$ cat config.mk
export PLATFORM = sky130hd
export DESIGN_NAME = mem_arbiter
export DESIGN_NICKNAME = d
export VERILOG_FILES = /design/src/rtl/mem_arbiter.sv
export SDC_FILE = /design/constraint.sdc
export NUM_CORES = 1
export LEC_CHECK = 0
export BUFFER_PORTS_ARGS = -buffer_cell sky130_fd_sc_hd__buf_2
export CELL_PAD_IN_SITES_DETAIL_PLACEMENT = 1
export CELL_PAD_IN_SITES_GLOBAL_PLACEMENT = 1
export CORE_MARGIN = 5
export CORE_UTILIZATION = 33
export DETAILED_ROUTE_END_ITERATION = 8
export PLACE_DENSITY = 0.9
export SLEW_MARGIN = 5
export SYNTH_ARGS = -nofsm -noshare
export SYNTH_HDL_FRONTEND = slang
export SYNTH_SLANG_ARGS = --single-unit
$ cat constraint.sdc
create_clock -name clk -period 1.9 [get_ports clk]
set_clock_uncertainty 0.15 [all_clocks]
set_input_delay 0.38 -clock clk [delete_from_list [all_inputs] [get_ports clk]]
set_output_delay 0.38 -clock clk [all_outputs]
set_load 0.02 [all_outputs]
$ cat src/rtl/mem_arbiter.sv
// Serializes CPU fetch and data requests onto one single-port memory with a req/ack handshake.
// Define ARB_ROUND_ROBIN_EN to alternate grants on ties; otherwise data wins over fetch.
module mem_arbiter #(
  parameter int unsigned WIDTH    = 32,
  parameter int unsigned ADDRSIZE = 12,
  parameter int unsigned MEM_LAT  = 1
) (
  input  logic                clk,
  input  logic                rst,
  input  logic                i_req,
  input  logic [ADDRSIZE-1:0] i_addr,
  output logic [WIDTH-1:0]    i_rdata,
  output logic                i_ack,
  input  logic                d_req,
  input  logic                d_we,
  input  logic [ADDRSIZE-1:0] d_addr,
  input  logic [WIDTH-1:0]    d_wdata,
  output logic [WIDTH-1:0]    d_rdata,
  output logic                d_ack,
  output logic                m_en,
  output logic                m_we,
  output logic [ADDRSIZE-1:0] m_addr,
  output logic [WIDTH-1:0]    m_wdata,
  input  logic [WIDTH-1:0]    m_rdata,
  output logic                busy,
  output logic                last_grant
);

  typedef enum logic [1:0] {StIdle, StIssue, StWait, StAck} state_e;

  localparam logic [1:0] LatM1 = 2'(MEM_LAT - 1);

  state_e              r_state, w_state_next;
  logic [1:0]          r_cnt, w_cnt_next;
  logic                r_m_en, w_m_en_next;
  logic                r_m_we, w_m_we_next;
  logic [ADDRSIZE-1:0] r_m_addr, w_m_addr_next;
  logic [WIDTH-1:0]    r_m_wdata, w_m_wdata_next;
  logic                r_we, w_we_next;
  logic                r_last_grant, w_last_grant_next;
  logic                r_i_ack, w_i_ack_next;
  logic                r_d_ack, w_d_ack_next;
  logic [WIDTH-1:0]    r_i_rdata, w_i_rdata_next;
  logic [WIDTH-1:0]    r_d_rdata, w_d_rdata_next;
  logic                r_busy, w_busy_next;
  logic                w_any_req;
  logic                w_grant_d;

  assign w_any_req = i_req | d_req;

`ifdef ARB_ROUND_ROBIN_EN
  // On a tie, serve the port that was not served last.
  assign w_grant_d = d_req & (~i_req | ~r_last_grant);
`else
  assign w_grant_d = d_req;
`endif

  always_ff @(posedge clk) begin
    if (rst) begin
      r_state <= StIdle;
      r_cnt   <= 2'd0;
    end else begin
      r_state <= w_state_next;
      r_cnt   <= w_cnt_next;
    end
  end

  always_comb begin
    w_state_next = r_state;
    w_cnt_next   = r_cnt;
    unique case (r_state)
      StIdle:  if (w_any_req) w_state_next = StIssue;
      StIssue: begin
        w_cnt_next   = LatM1;
        w_state_next = (MEM_LAT <= 1) ? StAck : StWait;
      end
      StWait: begin
        w_cnt_next = r_cnt - 2'd1;
        if (r_cnt <= 2'd1) w_state_next = StAck;
      end
      StAck:   w_state_next = StIdle;
      default: w_state_next = StIdle;
    endcase
  end

  // Next values of the registered outputs; the strobe is raised while entering ISSUE.
  always_comb begin
    w_m_en_next       = 1'b0;
    w_m_we_next       = 1'b0;
    w_m_addr_next     = r_m_addr;
    w_m_wdata_next    = r_m_wdata;
    w_we_next         = r_we;
    w_last_grant_next = r_last_grant;
    w_i_ack_next      = 1'b0;
    w_d_ack_next      = 1'b0;
    w_i_rdata_next    = r_i_rdata;
    w_d_rdata_next    = r_d_rdata;
    w_busy_next       = (w_state_next != StIdle);
    unique case (r_state)
      StIdle: begin
        if (w_any_req) begin
          w_m_en_next       = 1'b1;
          w_m_we_next       = w_grant_d & d_we;
          w_we_next         = w_grant_d & d_we;
          w_m_addr_next     = w_grant_d ? d_addr : i_addr;
          w_m_wdata_next    = w_grant_d ? d_wdata : '0;
          w_last_grant_next = w_grant_d;
        end
      end
      StAck: begin
        if (r_last_grant) begin
          w_d_ack_next = 1'b1;
          if (!r_we) w_d_rdata_next = m_rdata;
        end else begin
          w_i_ack_next   = 1'b1;
          w_i_rdata_next = m_rdata;
        end
      end
      default: ;
    endcase
  end

  always_ff @(posedge clk) begin
    if (rst) begin
      r_m_en       <= 1'b0;
      r_m_we       <= 1'b0;
      r_m_addr     <= '0;
      r_m_wdata    <= '0;
      r_we         <= 1'b0;
      r_last_grant <= 1'b0;
      r_i_ack      <= 1'b0;
      r_d_ack      <= 1'b0;
      r_i_rdata    <= '0;
      r_d_rdata    <= '0;
      r_busy       <= 1'b0;
    end else begin
      r_m_en       <= w_m_en_next;
      r_m_we       <= w_m_we_next;
      r_m_addr     <= w_m_addr_next;
      r_m_wdata    <= w_m_wdata_next;
      r_we         <= w_we_next;
      r_last_grant <= w_last_grant_next;
      r_i_ack      <= w_i_ack_next;
      r_d_ack      <= w_d_ack_next;
      r_i_rdata    <= w_i_rdata_next;
      r_d_rdata    <= w_d_rdata_next;
      r_busy       <= w_busy_next;
    end
  end

  assign m_en       = r_m_en;
  assign m_we       = r_m_we;
  assign m_addr     = r_m_addr;
  assign m_wdata    = r_m_wdata;
  assign i_ack      = r_i_ack;
  assign d_ack      = r_d_ack;
  assign i_rdata    = r_i_rdata;
  assign d_rdata    = r_d_rdata;
  assign busy       = r_busy;
  assign last_grant = r_last_grant;

endmodule

==> results list <==
- Global-route wire length before repair: 23.2 mm
- The cell area that synthesis handed to floorplanning was between 4000 and 5000 sq um.
- STA classifies the critical path startpoint as a register.
- Sequential elements use 52.5% of the synthesized area.
* Placed wire-length estimate: around 10 mm
- After the last flow step, the layout net total stands at 812.
* Transition at the pin with the smallest max-transition slack: around 0.87 ns
- The top cell type by area accounts for around 52% of the synthesized area.
* Syn Area/Cell: 8.69 sq um
- Clock tree synthesis selected as its root buffer the cell clkbuf_16.
* Share of cells above drive strength 1: ~38%
- Final setup vio count: 0
- The H-tree generated during clock tree synthesis spans 4 levels.
- Max-cap violations in this run came to 0.
- Clock latency at the later pin of the worst-skew pair: between 0.4 and 0.5 ns
- Top area cells in the synthesized netlist: dfxtp_1 (52%), nand2_1 (14%), a21oi_1 (9.6%)
* P&R area growth vs syn: 38.0%
- After detailed routing, the number of remaining DRC violations is 0.
* Instance count after placement with tap cells included: ~870
- Fin crit share: 92.1%
- Once the clock tree was built, the setup fixing pass inserted 0 buffers.
- Chip width: about 130 um
* Async set-or-reset flop fraction in the synthesized netlist: 0%
- The cell count after synthesis came out at 522.
- Internal cell power: 5900 uW
- Critical Path End Type: register
- Cell taking the most area after synthesis: dfxtp_1
* Arrival time at the worst endpoint: slightly below 2 ns
- Number of clock sinks: between 100 and 150
* Number of buffers created by CTS: 17
* Final Instance Count excl. Fillers: ~900
* Final critical-path required period: between 1.5 and 2 ns
* Resized cells post-CTS: 0
- The number of pins with negative max-slew slack in the final report was 0.
* Cell Rows: 42
* Type of the most critical hold path: input port to register
- WP data required: 2.08 ns
* Die H: 127 um
- Power density normalized to cell area: between 1000 and 1500 nW/um^2
- Part of the total power dissipated in combinational logic: 26.5%
- Core Area: about 13000 sq um
- Number of hold buffers added after cts: 0
* Routability Congestion: roughly 0.74
* Number of antenna violations at the first check in global routing: 0
- Number of buffers inserted by port buffering: a little over 200
* Detail-routed net length per standard cell: approximately 16 um
- Area of the die: 16200 sq um
- Ys Warns: 0
- Diodes inserted: 0
* Peak clock frequency supported by timing: 571 MHz
- Entering global routing, the biggest net connects 58 pins.
- At the end of the flow the core is filled with cells to a little under half.
- The routed layout has 4366 vias.
- The longest clock path from root to sink contains 2 buffers.
* Number of register bits inferred by synthesis: 119
- After clock tree synthesis, the clock-pin slew on the worst setup and hold paths is about 0.05 ns.
- During I/O placement, the number of pins put on the boundary was between 200 and 250.
* Total power: 8710 uW
- Peak supply drop: between 0.7 and 0.8 mV
- DRT Wirelength: 14.4 mm
- Number of optimization iterations in the first detailed-route pass: 4
- Post-detailed-route count of antenna-violating nets: 0
* NetSw: 2810 uW
- For this run the aggregate overflow at the end of global routing stands at 0.
* Effective utilization at floorplan: between 30 and 40%
* Overall track demand over capacity in global routing: ~18%
- Post-synthesis cell type count: 27
- Part of the power in registers: 34.9%
- On the final layout, the worst hold slack is around 0.066 ns.
- Setup repair after global routing left no endpoint under its margin.
* Setup CP Type: register to register
- Adding up every negative setup slack in the final design gives 0 ns.
- The flow ran to the end, and the final reports show no timing, DRC or antenna violations.
- Post-Synthesis Net Count: between 600 and 700
- Largest fanout of any net on the critical path: 24
* Vias in the first global route: roughly 4500
* Main synth FF type: dfxtp_1
- Hold violation total from the final report: 0
- TritonCTS built the clock tree.
- Share of total power in the clock network: 38.6%
- The synthesized design contains 0 enable-type register cells.
- The detailed router finished its first iteration with 142 violations.
- Headroom to the max-slew limit: between 40% and 50%
- Switching part of the total power: around a third
- Ratio of routed vias to standard cells: 4.83
* Leak pwr: ~0.0028 uW
-- logic make-up after synthesis --
family / synth area share [%]
mux: 2.90
buf+inv: 6.95
simple gates: 19.9
flops: 52.5
compound gates: 16.7
fa+ha+maj: 1.10
-- placed cells by master, fill, tap and decap left out, types with 2 or more instances in the layout --
cell and count:
inv_1 3, a21oi_1 87, nand3_1 33, clkbuf_16 17, bufinv_16 4, clkinv_2 4, mux2i_1 12, nand3b_1 2
dfxtp_1 119, a21oi_2 13, buf_4 6, nor2_1 17, buf_2 205, a211oi_2 12, buf_12 6, clkbuf_1 4
ha_1 4, nand2_1 165, clkbuf_8 2
-- routing by layer --
| metal | track usage (%) | part of all wire [%] | up-vias |
|---|---|---|---|
| met2 | 30.7 | 49 | 165 |
| li1 | - | - | 2115 |
| met3 | 7.43 | 9.3 | 14 |
| met1 | 20.3 | 40 | 2072 |
| met4 | 5.43 | 1.2 | 0 |
| met5 | 0 | 0 | - |
-- sequential cells by signal, indices dropped and copies added (netlist names) --
| signal | cells |
|---|---|
| m_we | 1 |
| last_grant | 1 |
| busy | 1 |
| i_rdata | 32 |
| i_ack | 1 |
| d_rdata | 32 |
| r_state | 2 |
| m_en | 1 |
| r_cnt | 2 |
| m_wdata | 32 |
| m_addr | 12 |
| d_ack | 1 |
| r_we | 1 |
-- power by group through the flow --
stage                     registers (uW)  clock network (uW)  logic [uW]
after global placement              3080                   0        2280
after detailed placement            3090                   0        2330
after CTS                           3050                3430        2340
final                               3040                3360        2310
after global routing                3090                3560        2530
after floorplan                     3460                   0        1290
-- path summary, 6_finish.rpt --
kind,slack (ns),endpoint,cells after the start,start
min reg2reg,0.30,d_rdata[0],2,d_rdata[0]
max reg2reg,0.15,m_addr[5],5,r_state[1]
min,0.07,i_rdata[12],3,m_rdata[12]
max,0.15,m_addr[5],5,r_state[1]
-- through the flow --
| stage | setup WS [ns] | cell area, sq um |
|---|---|---|
| after CTS | 0.122 | 6260 |
| after detailed placement | 0.121 | 5650 |
| final | 0.149 | 6260 |
| after global routing | 0.00145 | 6260 |
| after floorplan | 0.439 | 4540 |
| after global placement | 0.180 | 5650 |
-- critical path, cell delays in order (launching register included) --
cell      delay [ns]
dfxtp_1         0.33
inv_1           0.12
ha_1            0.37
o21a_4          0.39
nor2_1          0.11
a211oi_2        0.20
-- cells in the mapped netlist, types with 4 or more instances --
library cell	number
a211oi_2	12
a21oi_1	87
a21oi_2	13
buf_2	15
buf_4	7
buf_6	13
clkbuf_1	6
dfxtp_1	119
ha_1	4
mux2i_1	12
nand2_1	165
nand3_1	33
nor2_1	17
-- layout make-up --
cell class	instances	area, sq um
clock inverter	9	148
multi-input combinational	357	1840
timing repair buffer	217	1190
sequential	119	2380
inverter	3	11.3
clock buffer	23	468
tap	176	220
fill	1623	7080
(Power assumes the default switching activity.)
